<file path="src/rtl/csa_pkg.sv">
// Definitions shared by the CSA job generator and the CSA RAM/dispatch stage.
// Record layout, padded calc-input width and generator state encoding.
package csa_pkg;

    localparam int unsigned RECORD_WORDS    = 5;

    // Word positions inside one job record, in FIFO write order.
    localparam int unsigned REC_BLOCK       = 0;
    localparam int unsigned REC_IN_LO       = 1;
    localparam int unsigned REC_IN_HI       = 2;
    localparam int unsigned REC_TIMES       = 3;
    localparam int unsigned REC_TIMES_START = 4;

    // The calc input travels as two full FIFO words, upper bits zero-padded.
    function automatic int unsigned csa_calc_in_width_pad(input int unsigned axi_width);
        return 2 * axi_width;
    endfunction

    localparam int unsigned CSA_CALC_IN_WIDTH_PAD = csa_calc_in_width_pad(32);

    typedef enum logic [2:0] {
        IDLE,
        CHECK,
        W1,
        W2,
        W3,
        W4,
        ADV
    } job_state_e;

endpackage

</file>
<file path="src/rtl/csa_job_gen.sv">
// Splits a configured key-search range into fixed-size jobs and writes each
// job as a 5-word record into the CSA input FIFO.
module csa_job_gen
    import csa_pkg::*;
#(
    parameter int unsigned AXI_DATA_WIDTH    = 32,
    parameter int unsigned CSA_CALC_IN_WIDTH = 48
) (
    input  logic                         clk,
    input  logic                         rst,
    input  logic [AXI_DATA_WIDTH-1:0]    cfg_block,
    input  logic [CSA_CALC_IN_WIDTH-1:0] cfg_in,
    input  logic [AXI_DATA_WIDTH-1:0]    cfg_times_start,
    input  logic [AXI_DATA_WIDTH-1:0]    cfg_total,
    input  logic [AXI_DATA_WIDTH-1:0]    cfg_chunk,
    input  logic                         start,
    input  logic                         abort,
    output logic                         busy,
    output logic                         done,
    output logic                         aborted,
    output logic [AXI_DATA_WIDTH-1:0]    jobs_issued,
    input  logic                         csa_in_full,
    output logic                         csa_in_wen,
    output logic [AXI_DATA_WIDTH-1:0]    csa_in_wdata
);

    localparam int unsigned AW    = AXI_DATA_WIDTH;
    localparam int unsigned PAD_W = csa_calc_in_width_pad(AXI_DATA_WIDTH);

    job_state_e         state;
    logic [AW-1:0]      blk_r;
    logic [PAD_W-1:0]   in_r;
    logic [AW-1:0]      remaining;
    logic [AW-1:0]      cur;
    logic [AW-1:0]      chunk;
    logic [AW-1:0]      count;
    logic               abort_pending;

    always_ff @(posedge clk) begin
        if (rst) begin
            state         <= IDLE;
            blk_r         <= '0;
            in_r          <= '0;
            remaining     <= '0;
            cur           <= '0;
            chunk         <= '0;
            count         <= '0;
            abort_pending <= 1'b0;
            busy          <= 1'b0;
            done          <= 1'b0;
            aborted       <= 1'b0;
            jobs_issued   <= '0;
            csa_in_wen    <= 1'b0;
            csa_in_wdata  <= '0;
        end else begin
            done    <= 1'b0;
            aborted <= 1'b0;
            // Abort is only latched here; CHECK acts on it so records stay whole.
            if (state != IDLE && abort)
                abort_pending <= 1'b1;

            case (state)
                IDLE: begin
                    csa_in_wen <= 1'b0;
                    if (start) begin
                        blk_r         <= cfg_block;
                        in_r          <= PAD_W'(cfg_in);
                        remaining     <= cfg_total;
                        cur           <= cfg_times_start;
                        chunk         <= (cfg_chunk == '0) ? AW'(1) : cfg_chunk;
                        jobs_issued   <= '0;
                        abort_pending <= 1'b0;
                        busy          <= 1'b1;
                        state         <= CHECK;
                    end
                end
                CHECK: begin
                    if (remaining == '0) begin
                        done  <= 1'b1;
                        busy  <= 1'b0;
                        state <= IDLE;
                    end else if (abort_pending) begin
                        aborted       <= 1'b1;
                        busy          <= 1'b0;
                        abort_pending <= 1'b0;
                        state         <= IDLE;
                    end else if (!csa_in_full) begin
                        count        <= (chunk < remaining) ? chunk : remaining;
                        csa_in_wen   <= 1'b1;
                        csa_in_wdata <= blk_r;
                        state        <= W1;
                    end
                end
                W1: begin
                    csa_in_wdata <= in_r[AW-1:0];
                    state        <= W2;
                end
                W2: begin
                    csa_in_wdata <= in_r[PAD_W-1:AW];
                    state        <= W3;
                end
                W3: begin
                    csa_in_wdata <= count;
                    state        <= W4;
                end
                W4: begin
                    csa_in_wdata <= cur;
                    state        <= ADV;
                end
                ADV: begin
                    csa_in_wen  <= 1'b0;
                    cur         <= cur + count;
                    remaining   <= remaining - count;
                    jobs_issued <= jobs_issued + AW'(1);
                    state       <= CHECK;
                end
                default: state <= IDLE;
            endcase
        end
    end

endmodule

</file>
<file path="config.mk">
export PLATFORM = sky130hd
export DESIGN_NAME = csa_job_gen
export DESIGN_NICKNAME = d
export VERILOG_FILES = /design/src/rtl/csa_pkg.sv /design/src/rtl/csa_job_gen.sv
export SDC_FILE = /design/constraint.sdc
export NUM_CORES = 1
export LEC_CHECK = 0
export ABC_AREA = 1
export BUFFER_PORTS_ARGS = -buffer_cell sky130_fd_sc_hd__clkbuf_2
export CAP_MARGIN = 30
export CORE_AREA = 2 2 184 186
export CTS_CLUSTER_SIZE = 14
export DETAILED_ROUTE_END_ITERATION = 8
export DIE_AREA = 0 0 186 188
export HOLD_SLACK_MARGIN = 0.02
export PLACE_DENSITY = 0.8
export SLEW_MARGIN = 20
export SYNTH_ARGS = -nofsm -noshare
export SYNTH_HDL_FRONTEND = slang
export SYNTH_SLANG_ARGS = --single-unit
</file>
<file path="constraint.sdc">
create_clock -name clk -period 2.15 [get_ports clk]
set_clock_uncertainty 0.15 [all_clocks]
set_input_delay 0.3225 -clock clk [delete_from_list [all_inputs] [get_ports clk]]
set_output_delay 0.3225 -clock clk [all_outputs]
set_load 0.03 [all_outputs]
</file>
==> qor.yml <==
status:
  outcome: "complete, but fails checks"
  violations: "negative setup slack"
floorplanning:
  die_h_um: 188
  pin_count: 249
  num_rows: 67
  die-area_mm2: 0.0350
  start_util: 0.521
  die_x_um: 186
  coreArea_mm2: 0.0331
power:
  switching_share: 0.385
  clkPwrFrac: 0.282
  seqPwrFrac: 0.308
  p_leak_nw: 11.6
  p_int_w: 0.0121
  ir_drop_v: 0.000627
  comb_power_share: 0.410
  p_switching_w: 0.00761
  p_per_area_mw_per_mm2: 776
sta:
  finalCriticalPeriod_ps: 2430
  hold_violations: 0
  tightest_slew_ps: 851
  rsz0062_at_grt: "true"
  maxSlewHeadroom: 0.432
  finalSetupViolCount: 72
  final.period_utilization: 1.13
  layout_setup_ws_ps: -280
  hold_slack_ps: 34.0
  drv_slew: 0
  fmax_mhz: 412
setup_path:
  crit_type: "flip-flop to flip-flop"
  r2r_start: "remaining[11]$_SDFFE_PP0P_"
  worstSetupStartpointType: "flip-flop"
  worstSetupStartpoint: "remaining[11]$_SDFFE_PP0P_"
  critPathMaxFanout: 5
  worstPathCellList: "buf_4 > nor4_2 > nand3_2 > nor2_4 > nor2_4 > nand2_4 > buf_4 > nand2_8 > inv_8 > clkbuf_16 > nor2_1 > nor2_1"
  endpoint_kind: "flip-flop"
  cpPeakStageDelay_ps: 370
  cp_data_arrival_time_ps: 2770
  cp.required_ps: 2490
  cp_slowest_cell: "nor4_2"
place:
  place_area_mm2: 0.0202
  gp_congestion: 0.980
  io_buffers: 248
  hpwl_um: 48900
global_route:
  globalRouteOverflowTotal: 0
  track_usage: 0.403
  use_met2: 0.634
  met1_usage: 0.509
  grt_first_pass_wirelength_um: 111000
  met3_usage: 0.0845
  antenna_found_initial: 7
  grt-busiest-layer: "met2"
  grt_max_degree: 168
  grt_pass1_vias: 20500
synth:
  postSynthAreaPerCell_um2: 6.40
  yosys-top-cells-count: "nand2_1, inv_1, a21oi_1"
  syn_area_mm2: 0.0173
  synth_ff_type: "dfxtp_1"
  synthCells: 2695
  synth_edf_count: 0
  syn-num-nets: 2972
  ys_seq_area_frac: 0.325
  netlist.area_leader.share: 0.325
  synth_cell_types: 50
  synth_seq_cells: 280
  synthMostInstantiatedCell: "nand2_1"
  synthArstFlopShare: 0
  ys_warn_count: 0
  synth_area_leaders: "dfxtp_1, nand2_1, a21oi_1, inv_1, ha_1"
  synth_area_leader_cell: "dfxtp_1"
cells_and_area:
  final_nets: 3538
  syn_to_final_growth_pct: 47.6
  drive_gt1_frac: 0.290
  fillers: 2335
  design_area_mm2: 0.0255
drt:
  via_per_inst: 5.89
  drc: 0
  drtIter0Drc: 2521
  first_pass_iters: 7
  via_count: 22000
  wl_per_cell_um: 20.9
  drt_wl_total_um: 78000
  ant_nets: 0
clock_network:
  tritoncts: "yes"
  clkLatencyLatePin_ps: 580
  cts_max_level: 1
  cts_made_buffers: 31
  cts_max_path_buffers: 3
  cts.sinks: 280
  clockRootBuffer: "clkbuf_16"
  clk_pin_slew_worst_paths_ps: 70
worst_hold_path:
  hold_path.class: "input port to flip-flop"
  hold_start: "cfg_times_start[22]"
run:
  cap_violations: 0
==> worst max-delay path, delay by kind of cell, from the launching register on <==
kind,cells,cell delay [ps]
simple gates,8,1280
flops,1,330
buf+inv,4,570
==> registers in the layout, indices dropped and copies added, names as in the netlist <==
register,count
csa_in_wdata,32
done,1
count,32
blk_r,32
busy,1
state,3
csa_in_wen,1
remaining,32
in_r,48
jobs_issued,32
chunk,32
abort_pending,1
cur,32
aborted,1
==> placed cells by master (no fill, tap or decap), types with 29 or more instances in the layout <==
cell type,count
nand2_1,724
inv_1,320
dfxtp_1,249
clkbuf_2,247
a21oi_1,227
buf_4,187
nor2_1,176
dlygate4sd3_1,166
nand3_1,103
o21ai_0,100
nand2_2,69
nand3_2,60
a21oi_2,52
clkbuf_16,41
ha_1,40
ha_4,40
nor2_2,37
nand3b_1,29
==> power by group through the flow <==
stage	logic [W]	registers, W	clock network (W)
global placement	0.00568	0.00607	0
global route	0.00860	0.00612	0.00574
detailed placement	0.00575	0.00610	0
floorplan	0.00335	0.00623	0
CTS	0.00630	0.00600	0.00549
finish	0.00810	0.00609	0.00557
==> layer usage <==
layer  wire length [um]  part of all wire
met5                 27           0.00035
met1              28700              0.37
met4               6020             0.077
met3               8050              0.10
met2              35200              0.45
==> logic make-up after synthesis <==
group / after synthesis / share of synthesized area
simple gates: 1321 / 0.320
fa+ha+maj: 96 / 0.0705
flops: 280 / 0.325
buf+inv: 458 / 0.105
xor+xnor: 21 / 0.0107
compound gates: 519 / 0.168
==> stage by stage <==
| stage | utilization | instances | setup WS [ps] | setup TNS, ps | power [W] |
|---|---|---|---|---|---|
| 6_report | 0.769 | 3734 | -280 | -9290 | 0.0198 |
| 5_1_grt | 0.769 | 3733 | -347 | -15200 | 0.0205 |
| 4_1_cts | 0.705 | 3690 | -24.8 | -127 | 0.0178 |
| 3_5_place_dp | 0.610 | 3471 | -219 | -14280 | 0.0119 |
| 3_3_place_gp | 0.610 | 3471 | -197 | -11410 | 0.0118 |
| 2_1_floorplan | - | 2695 | 10.6 | 0 | 0.00958 |
==> cell type report <==
type	instances	area [um^2]	area share
Clock buffer	41	873	0.0343
Clock inverter	12	151	0.00594
Multi-Input combinational cell	1957	11800	0.461
Antenna cell	5	12.5	0.000491
Sequential cell	280	5650	0.222
Inverter	345	1310	0.0515
Timing Repair Buffer	646	5160	0.202
Tap cell	448	561	0.0220
==> what timing repair did <==
action,in CTS,in global routing
hold buffers,166,0
setup endpoints to repair,107,151
pin swaps,10,78
cloned,0,14
setup buffers,0,25
hold endpoints to repair,165,0
resized for setup,102,408
==> worst paths after layout <==
check                                                     end  depth (start not counted)  slack [ps]
worst min-delay path                     cur[22]$_SDFFE_PP0P_                          4          30
worst min register to register         blk_r[18]$_SDFFE_PP0P_                          2         310
worst max-delay path            csa_in_wdata[13]$_SDFFE_PP0P_                         12        -280
worst max register to register  csa_in_wdata[13]$_SDFFE_PP0P_                         12        -280
Note: power is estimated with default switching activity, not from simulation.
